**src/rtl/even_parity_serial_rx_pkg.sv**
```systemverilog
// ============================================================================
// Module   : even_parity_serial_rx_pkg
// Purpose  : Shared state encoding and defaults for the even-parity receiver.
// Revision : 1.0 - initial release
// ============================================================================
`default_nettype none

package even_parity_serial_rx_pkg;

    localparam int DATA_W_DEFAULT = 8;

    typedef enum logic [1:0] {
        ST_IDLE   = 2'd0,
        ST_DATA   = 2'd1,
        ST_PARITY = 2'd2
    } state_t;

endpackage

`default_nettype wire

```
**src/rtl/even_parity_serial_rx_parity_acc.sv**
```systemverilog
// ============================================================================
// Module   : parity_acc
// Purpose  : 1-bit XOR accumulator; clr restarts the sum from d when en is set.
// Revision : 1.0 - initial release
// ============================================================================
`default_nettype none

module parity_acc (
    input  logic clk,
    input  logic rst,
    input  logic clr,
    input  logic en,
    input  logic d,
    output logic q
);

    logic r_q;

    // clr with en loads d directly so the first bit of a frame seeds the sum.
    always_ff @(posedge clk or posedge rst) begin
        if (rst) begin
            r_q <= 1'b0;
        end else if (clr) begin
            r_q <= en & d;
        end else if (en) begin
            r_q <= r_q ^ d;
        end
    end

    assign q = r_q;

endmodule

`default_nettype wire

```
**src/rtl/even_parity_serial_rx.sv**
```systemverilog
// ============================================================================
// Module   : even_parity_serial_rx
// Purpose  : Deserializes DATA_W data bits plus an even-parity bit and checks it.
//            Optional macro PARITY_ERR_CNT_EN adds a saturating err_count port.
// Revision : 1.0 - initial release
// ============================================================================
`default_nettype none

module even_parity_serial_rx
    import even_parity_serial_rx_pkg::*;
#(
    parameter int DATA_W = DATA_W_DEFAULT
) (
    input  logic              clk,
    input  logic              rst,
    input  logic              sof,
    input  logic              din,
    input  logic              din_valid,
    output logic [DATA_W-1:0] data_out,
    output logic              data_valid,
    output logic              parity_err,
    output logic              frame_err,
    output logic              busy
`ifdef PARITY_ERR_CNT_EN
    ,
    output logic [7:0]        err_count
`endif
);

    localparam int              CNT_W      = $clog2(DATA_W);
    localparam logic [CNT_W-1:0] C_LAST_BIT = CNT_W'(DATA_W - 1);

    state_t              r_state;
    state_t              w_state_nxt;
    logic [CNT_W-1:0]    r_bit_cnt;
    logic [DATA_W-1:0]   r_shift;
    logic [DATA_W-1:0]   r_data_out;
    logic                r_data_valid;
    logic                r_parity_err;
    logic                r_frame_err;
    logic                r_busy;

    logic                w_start;
    logic                w_shift;
    logic                w_done;
    logic                w_abort;
    logic                w_acc;
    logic                w_par_calc;

    // sof with a valid bit always restarts a frame, whatever state we are in.
    always_comb begin
        w_state_nxt = r_state;
        w_start     = 1'b0;
        w_shift     = 1'b0;
        w_done      = 1'b0;
        w_abort     = 1'b0;
        if (din_valid) begin
            if (sof) begin
                w_start     = 1'b1;
                w_abort     = (r_state != ST_IDLE);
                w_state_nxt = ST_DATA;
            end else begin
                case (r_state)
                    ST_DATA: begin
                        w_shift = 1'b1;
                        if (r_bit_cnt == C_LAST_BIT) begin
                            w_state_nxt = ST_PARITY;
                        end
                    end
                    ST_PARITY: begin
                        w_done      = 1'b1;
                        w_state_nxt = ST_IDLE;
                    end
                    default: begin
                        w_state_nxt = r_state;
                    end
                endcase
            end
        end
    end

    always_ff @(posedge clk or posedge rst) begin
        if (rst) begin
            r_state <= ST_IDLE;
        end else begin
            r_state <= w_state_nxt;
        end
    end

    parity_acc u_parity_acc (
        .clk (clk),
        .rst (rst),
        .clr (w_start),
        .en  (w_start | w_shift),
        .d   (din),
        .q   (w_acc)
    );

    assign w_par_calc = w_acc ^ din;

    always_ff @(posedge clk or posedge rst) begin
        if (rst) begin
            r_bit_cnt <= '0;
            r_shift   <= '0;
        end else if (w_start) begin
            r_bit_cnt <= CNT_W'(1);
            r_shift   <= DATA_W'(din);
        end else if (w_shift) begin
            r_shift[r_bit_cnt] <= din;
            r_bit_cnt          <= (r_bit_cnt == C_LAST_BIT) ? '0 : r_bit_cnt + CNT_W'(1);
        end
    end

    always_ff @(posedge clk or posedge rst) begin
        if (rst) begin
            r_data_out   <= '0;
            r_data_valid <= 1'b0;
            r_parity_err <= 1'b0;
            r_frame_err  <= 1'b0;
            r_busy       <= 1'b0;
        end else begin
            r_data_valid <= w_done;
            r_frame_err  <= w_abort;
            r_busy       <= (w_state_nxt != ST_IDLE);
            if (w_done) begin
                r_data_out   <= r_shift;
                r_parity_err <= w_par_calc;
            end
        end
    end

    assign data_out   = r_data_out;
    assign data_valid = r_data_valid;
    assign parity_err = r_parity_err;
    assign frame_err  = r_frame_err;
    assign busy       = r_busy;

`ifdef PARITY_ERR_CNT_EN
    logic [7:0] r_err_count;

    always_ff @(posedge clk or posedge rst) begin
        if (rst) begin
            r_err_count <= 8'd0;
        end else if (w_done && w_par_calc && (r_err_count != 8'hFF)) begin
            r_err_count <= r_err_count + 8'd1;
        end
    end

    assign err_count = r_err_count;
`endif

endmodule

`default_nettype wire

```
**config.mk**
```make
export PLATFORM = sky130hd
export DESIGN_NAME = even_parity_serial_rx
export DESIGN_NICKNAME = d
export VERILOG_FILES = /design/src/rtl/even_parity_serial_rx_pkg.sv /design/src/rtl/even_parity_serial_rx_parity_acc.sv /design/src/rtl/even_parity_serial_rx.sv
export SDC_FILE = /design/constraint.sdc
export NUM_CORES = 1
export LEC_CHECK = 0
export ABC_AREA = 1
export CAP_MARGIN = 10
export CORE_ASPECT_RATIO = 0.6
export CORE_MARGIN = 4
export CORE_UTILIZATION = 35
export CTS_CLUSTER_SIZE = 12
export DETAILED_ROUTE_END_ITERATION = 10
export HOLD_SLACK_MARGIN = 0.08
export PLACE_DENSITY_LB_ADDON = 0.25
export SYNTH_ARGS = -nofsm -noshare
export SYNTH_HDL_FRONTEND = slang
export SYNTH_HIERARCHICAL = 1
export SYNTH_SLANG_ARGS = --single-unit
```
**constraint.sdc**
```tcl
create_clock -name clk -period 2 [get_ports clk]
set_clock_uncertainty 0.2 [all_clocks]
set_input_delay 0.3 -clock clk [delete_from_list [all_inputs] [get_ports clk]]
set_output_delay 0.3 -clock clk [all_outputs]
set_load 0.1 [all_outputs]
```
# After elaboration in Yosys (flattened, before gate mapping)
# Index checks and enable logic that the tools add are counted.
[totals]
romBits = 0
n_memories = 0
latch_bits = 0
ff_bits = 26
in_bits = 5
mem_bits_rw = 0
output_inout_bits = 12
[classes]
n_mux = 24
magnitude_cmp = 2
div_mod_pow = 0
n_shift = 0
addsub = 1
bitwise_logic = 3
n_mul = 0
reduce_logical = 5
eq_ne = 3
[op_table]
columns = ["cell", "count"]
rows = [
  ["$mux 8", 2],
  ["$mux 1", 13],
  ["$mux 3", 3],
  ["$bwmux 8", 1],
  ["$reduce_bool 2->1", 4],
  ["$mux 2", 3],
  ["$lt 3x4->1 const B", 1],
  ["$pmux 2 s2", 1],
  ["$add 3x1->3 const B", 1],
  ["$demux 1 s3", 1],
  ["$eq 3x3->1 const B", 1],
  ["$ge 3x1->1 const B", 1],
  ["$eq 2x1->1 const B", 1],
  ["$eq 2x2->1 const B", 1],
  ["$and 1x1->1", 1],
  ["$logic_and 1x1->1", 1],
  ["$or 1x1->1", 1],
  ["$xor 1x1->1", 1],
]

# Logic depth before layout (Yosys ltp)
[depth]
depth_word = 7
ltp_mapped = 8
ltp_nobuf = 8

# Modules after synthesis
# The synthesis kept the hierarchy.
[by_module_without_submodules]
columns = ["mod", "cells_per_inst", "n_inst", "area_each_um2"]
rows = [
  ["even_parity_serial_rx", 140, 1, 1168.6],
  ["parity_acc", 9, 1, 56.3],
]

# Least setup slack after synthesis
# OpenSTA, ideal clock, no wires.
[synth_path]
path_kind = "register to register"
start = "reg r_bit_cnt[0]"
end = "reg r_busy, in the netlist busy"
stages_incl_launch_ff = 7
setup_time_ns = 0.126
t_required_ns = 1.674
setup_slack_ns = 0.587
arrival_time_ns = 1.087
path_cell_list = "dfrtp_1 -> ha_1 -> ha_1 -> nand3_1 -> nand2_1 -> nand3_1 -> nand3_1"
[synth_via]
elab_chain_len = 6
[synth_rtl]
columns = ["item", "line", "rtl"]
rows = [
  ["start, declared", "even_parity_serial_rx.sv:35", "logic [CNT_W-1:0] r_bit_cnt;"],
  ["start signal, assigned", "even_parity_serial_rx.sv:110", "r_bit_cnt <= (r_bit_cnt == C_LAST_BIT) ? '0 : r_bit_cnt + CNT_W'(1);"],
  ["$eq 3x3->1", "even_parity_serial_rx.sv:66", "if (r_bit_cnt == C_LAST_BIT) begin"],
  ["$mux 2", "even_parity_serial_rx.sv:66", ""],
  ["$pmux 2 s2", "even_parity_serial_rx.sv:63", "case (r_state)"],
  ["$mux 2", "even_parity_serial_rx.sv:58", "if (sof) begin"],
  ["$mux 2", "even_parity_serial_rx.sv:57", "if (din_valid) begin"],
  ["$reduce_bool 2->1", "even_parity_serial_rx.sv:124", "r_busy <= (w_state_nxt != ST_IDLE);"],
  ["end signal, assigned", "even_parity_serial_rx.sv:124", ""],
  ["end, declared", "even_parity_serial_rx.sv:41", "logic r_busy;"],
]
# No other way between the ends.
# A chain may end at the register's enable or synchronous reset.

# Final worst setup path
[layout_path]
start = "in din_valid"
end = "reg u_parity_acc.r_q, in the netlist u_parity_acc/q"
[layout_via]
elab_chain_len = 4
[layout_rtl]
columns = ["item", "line", "rtl"]
rows = [
  ["start, declared", "even_parity_serial_rx.sv:18", "input logic din_valid,"],
  ["$mux 1", "even_parity_serial_rx.sv:57", ""],
  ["$or 1x1->1", "even_parity_serial_rx.sv:94", ".en (w_start | w_shift),"],
  ["$and 1x1->1", "even_parity_serial_rx_parity_acc.sv:24", "r_q <= en & d;"],
  ["$mux 1", "even_parity_serial_rx_parity_acc.sv:23", "end else if (clr) begin"],
  ["end signal, assigned", "even_parity_serial_rx_parity_acc.sv:24", ""],
  ["end signal, assigned", "even_parity_serial_rx_parity_acc.sv:26", "r_q <= r_q ^ d;"],
  ["end, declared", "even_parity_serial_rx_parity_acc.sv:17", "logic r_q;"],
]
# Parallel ways exist; a longest one is shown, timed or not.

==> impl_metrics.env <==
export IMPL_outcome="complete, no violations"
export IMPL_routed_wl_mm=2.30
export IMPL_fin_crit_sh_pct=79.1
export IMPL_postCtsSetupBuffers=0
export IMPL_power_switching_mw=0.756
export IMPL_syn_inst=149
export IMPL_h_tree_depth=1
export IMPL_power_density_nw_per_um2=1170
export IMPL_nets=181
export IMPL_final_cell_mix="nand2_1 (40), inv_1 (26), dfrtp_1 (26)"
export IMPL_cp_max_fo=8
export IMPL_fin_crit_ns=1.58
export IMPL_ys_seq_area_share_pct=53.1
export IMPL_required_ns=1.97
export IMPL_worstPathArrival_ns=1.55
export IMPL_grt_max_degree=26
export IMPL_pwr_share_comb_pct=38.4
export IMPL_p_seq_share_pct=38.8
export IMPL_firstDrtPassIters=3
export IMPL_synth_top_area_cell="dfrtp_1"
export IMPL_timing_final_max_slew_violations=0
export IMPL_rrSetupSlack_ns=0.43
export IMPL_place_port_buffers=16
export IMPL_diodes=0
export IMPL_p_leak_nw=0.851
export IMPL_hp_start="r_shift[7]$_DFFE_PP0P_"
export IMPL_postRouteAntennaNets=0
export IMPL_hold_depth=2
export IMPL_p_clk_share_pct=22.8
export IMPL_tns_ns=0
export IMPL_worst_skew_pair_late_latency_ns=0.27
export IMPL_syn2layout_area_growth_pct=31.5
export IMPL_drive_gt1_share_pct=13.5
export IMPL_grtUsageTotal_pct=10.8
export IMPL_total_power_mw=1.89
export IMPL_ys_ff_latch=26
export IMPL_path_clk_slew_ns=0.09
export IMPL_start_kind="primary input"
export IMPL_crit_path_end_kind="register"
export IMPL_fill_cells=318
export IMPL_reg2regPathDepth=6
export IMPL_ys_warnings_count=6
export IMPL_min_path_type="register to register"
export IMPL_grt_pass1_vias=859
export IMPL_ctsHoldBuffers=1
export IMPL_syn_num_nets=159
export IMPL_coreArea_um2=3300
export IMPL_via_per_inst=4.40
export IMPL_die_w_um=84.4
export IMPL_io_pins=17
export IMPL_path_class="primary input to register"
export IMPL_drc=0
export IMPL_drt_iter0_markers=19
export IMPL_cts_resized=0
export IMPL_fp_dieH_um=53.8
export IMPL_dp_hpwl_mm=1.75
export IMPL_max_clock_freq_mhz=632
export IMPL_fin_area_um2=1610
export IMPL_grt_pass1_wl_mm=3.86
export IMPL_layout_cells_non_filler=215
export IMPL_r2r_end="busy$_DFF_PP0_"
export IMPL_rr_startpoint="r_bit_cnt[0]$_DFFE_PP0P_"
export IMPL_numCtsBuffers=3
export IMPL_syn_avg_cell_area_um2=8.22
export IMPL_synth_top_cell_area_share_pct=53.1
export IMPL_max_vdd_ir_drop_uv=501
export IMPL_ys_top_cells_by_area="dfrtp_1 (53%), nand2_1 (12%), inv_1 (8.0%), nand3_1 (7.4%), o21ai_0 (6.5%)"
export IMPL_hold_viol_final=0
export IMPL_drv_cap=0
export IMPL_vias=947
export IMPL_hold_path_end="data_out[7]$_DFFE_PP0P_"
export IMPL_gr_total_overflow=0
export IMPL_syn_area_um2=1220
export IMPL_wl_per_cell_um=10.7
export IMPL_relSlewSlack_pct=78.8
export IMPL_tightest_slew_ns=0.319
export IMPL_dieArea_um2=4540
export IMPL_cts_root_buf="clkbuf_8"
export IMPL_initial_core_util_pct=37.1
export IMPL_rsz0062_at_grt="no"
export IMPL_synthDistinctLibCells=14
export IMPL_switching_share_pct=40.0
export IMPL_cts_sinks=26
export IMPL_p_int_mw=1.14
export IMPL_placed_cell_area_um2=1530
export IMPL_cts_tree="yes"
export IMPL_antenna_found_initial=0
export IMPL_gp_congestion=0.865
export IMPL_rows=16
export IMPL_layout_commonest_cell="nand2_1"
export IMPL_regArea_um2=651
export IMPL_multi_input_area_um2=459
export IMPL_clk_path_buf_depth=2
export IMPL_place_inst=210
export IMPL_finalSetupViolations=0
-- synth_stat cells --
cell type / instances
nand2_1: 40
ha_1: 5
nor2_2: 2
nor2_1: 6
nand3_2: 1
buf_2: 2
inv_2: 2
nand4_1: 2
inv_1: 26
o21ai_0: 16
o21ai_1: 2
xnor2_1: 1
nand3_1: 18
dfrtp_1: 26
-- metal layers --
layer,track usage (%),vias to the layer above,wire [um]
li1,-,508,-
met1,14.4,424,1200
met2,16.9,13,974
met3,4.28,2,112
met4,2.37,0,12
met5,0,-,0
-- worst max-delay path, stage by stage --
cell and delay, ns:
clkdlybuf4s50_1 0.58, nand2_1 0.20, nand2_1 0.23, nand2_1 0.11, nand3_1 0.08, nand2_1 0.05
-- sequential cells by signal (all words and copies together), names as in the netlist --
| name | cells |
|---|---|
| r_state | 2 |
| data_valid | 1 |
| parity_err | 1 |
| u_parity_acc/q | 1 |
| r_bit_cnt | 3 |
| data_out | 8 |
| r_shift | 8 |
| frame_err | 1 |
| busy | 1 |
-- stage by stage --
step                      util [%]  setup slack, ns  hold WS, ns
after floorplan                  -            0.587       -0.171
after global placement        46.3            0.245        0.274
after detailed placement      46.3            0.177        0.273
after CTS                     48.8            0.442        0.296
after global routing          48.8            0.291        0.326
final                         48.8            0.418        0.290
-- power by group through the flow --
stage	Clock [mW]	Sequential, mW	Combinational [mW]
after detailed placement	0	0.743	0.725
after CTS	0.440	0.733	0.729
after global routing	0.461	0.747	0.812
after floorplan	0	0.942	0.306
final	0.432	0.734	0.726
after global placement	0	0.737	0.717
-- worst max-delay path by stage --
stage | from | to | slack (ns) | cells after the start
after global routing | r_state[0]$_DFF_PP0_ | u_parity_acc/q$_DFFE_PP0P_ | 0.29 | 7
after global placement | din_valid | u_parity_acc/q$_DFFE_PP0P_ | 0.24 | 6
after floorplan | r_bit_cnt[0]$_DFFE_PP0P_ | busy$_DFF_PP0_ | 0.59 | 6
after CTS | r_bit_cnt[0]$_DFFE_PP0P_ | busy$_DFF_PP0_ | 0.44 | 6
final | din_valid | u_parity_acc/q$_DFFE_PP0P_ | 0.42 | 6
after detailed placement | din_valid | u_parity_acc/q$_DFFE_PP0P_ | 0.18 | 6
-- cell type report --
type,instances,share of cell area [%]
clock buffer,3,2.56
timing repair buffer,19,16.6
sequential,26,40.4
multi-input combinational,93,28.5
inverter,28,6.53
tap,45,3.50
clock inverter,1,1.86
-- logic make-up (layout without fill, tap and decap cells) --
logic type               after synthesis  count (layout)  synth area share [%]
AO/OA/AOI/OAI                         18              18                  7.35
XOR/XNOR                               1               1                 0.715
adder cells (fa/ha/maj)                5               5                  5.11
buffers and inverters                 30              51                  9.40
flip-flops                            26              26                  53.1
AND/OR/NAND/NOR                       69              69                  24.3
Note: power is estimated with default switching activity, not from simulation.
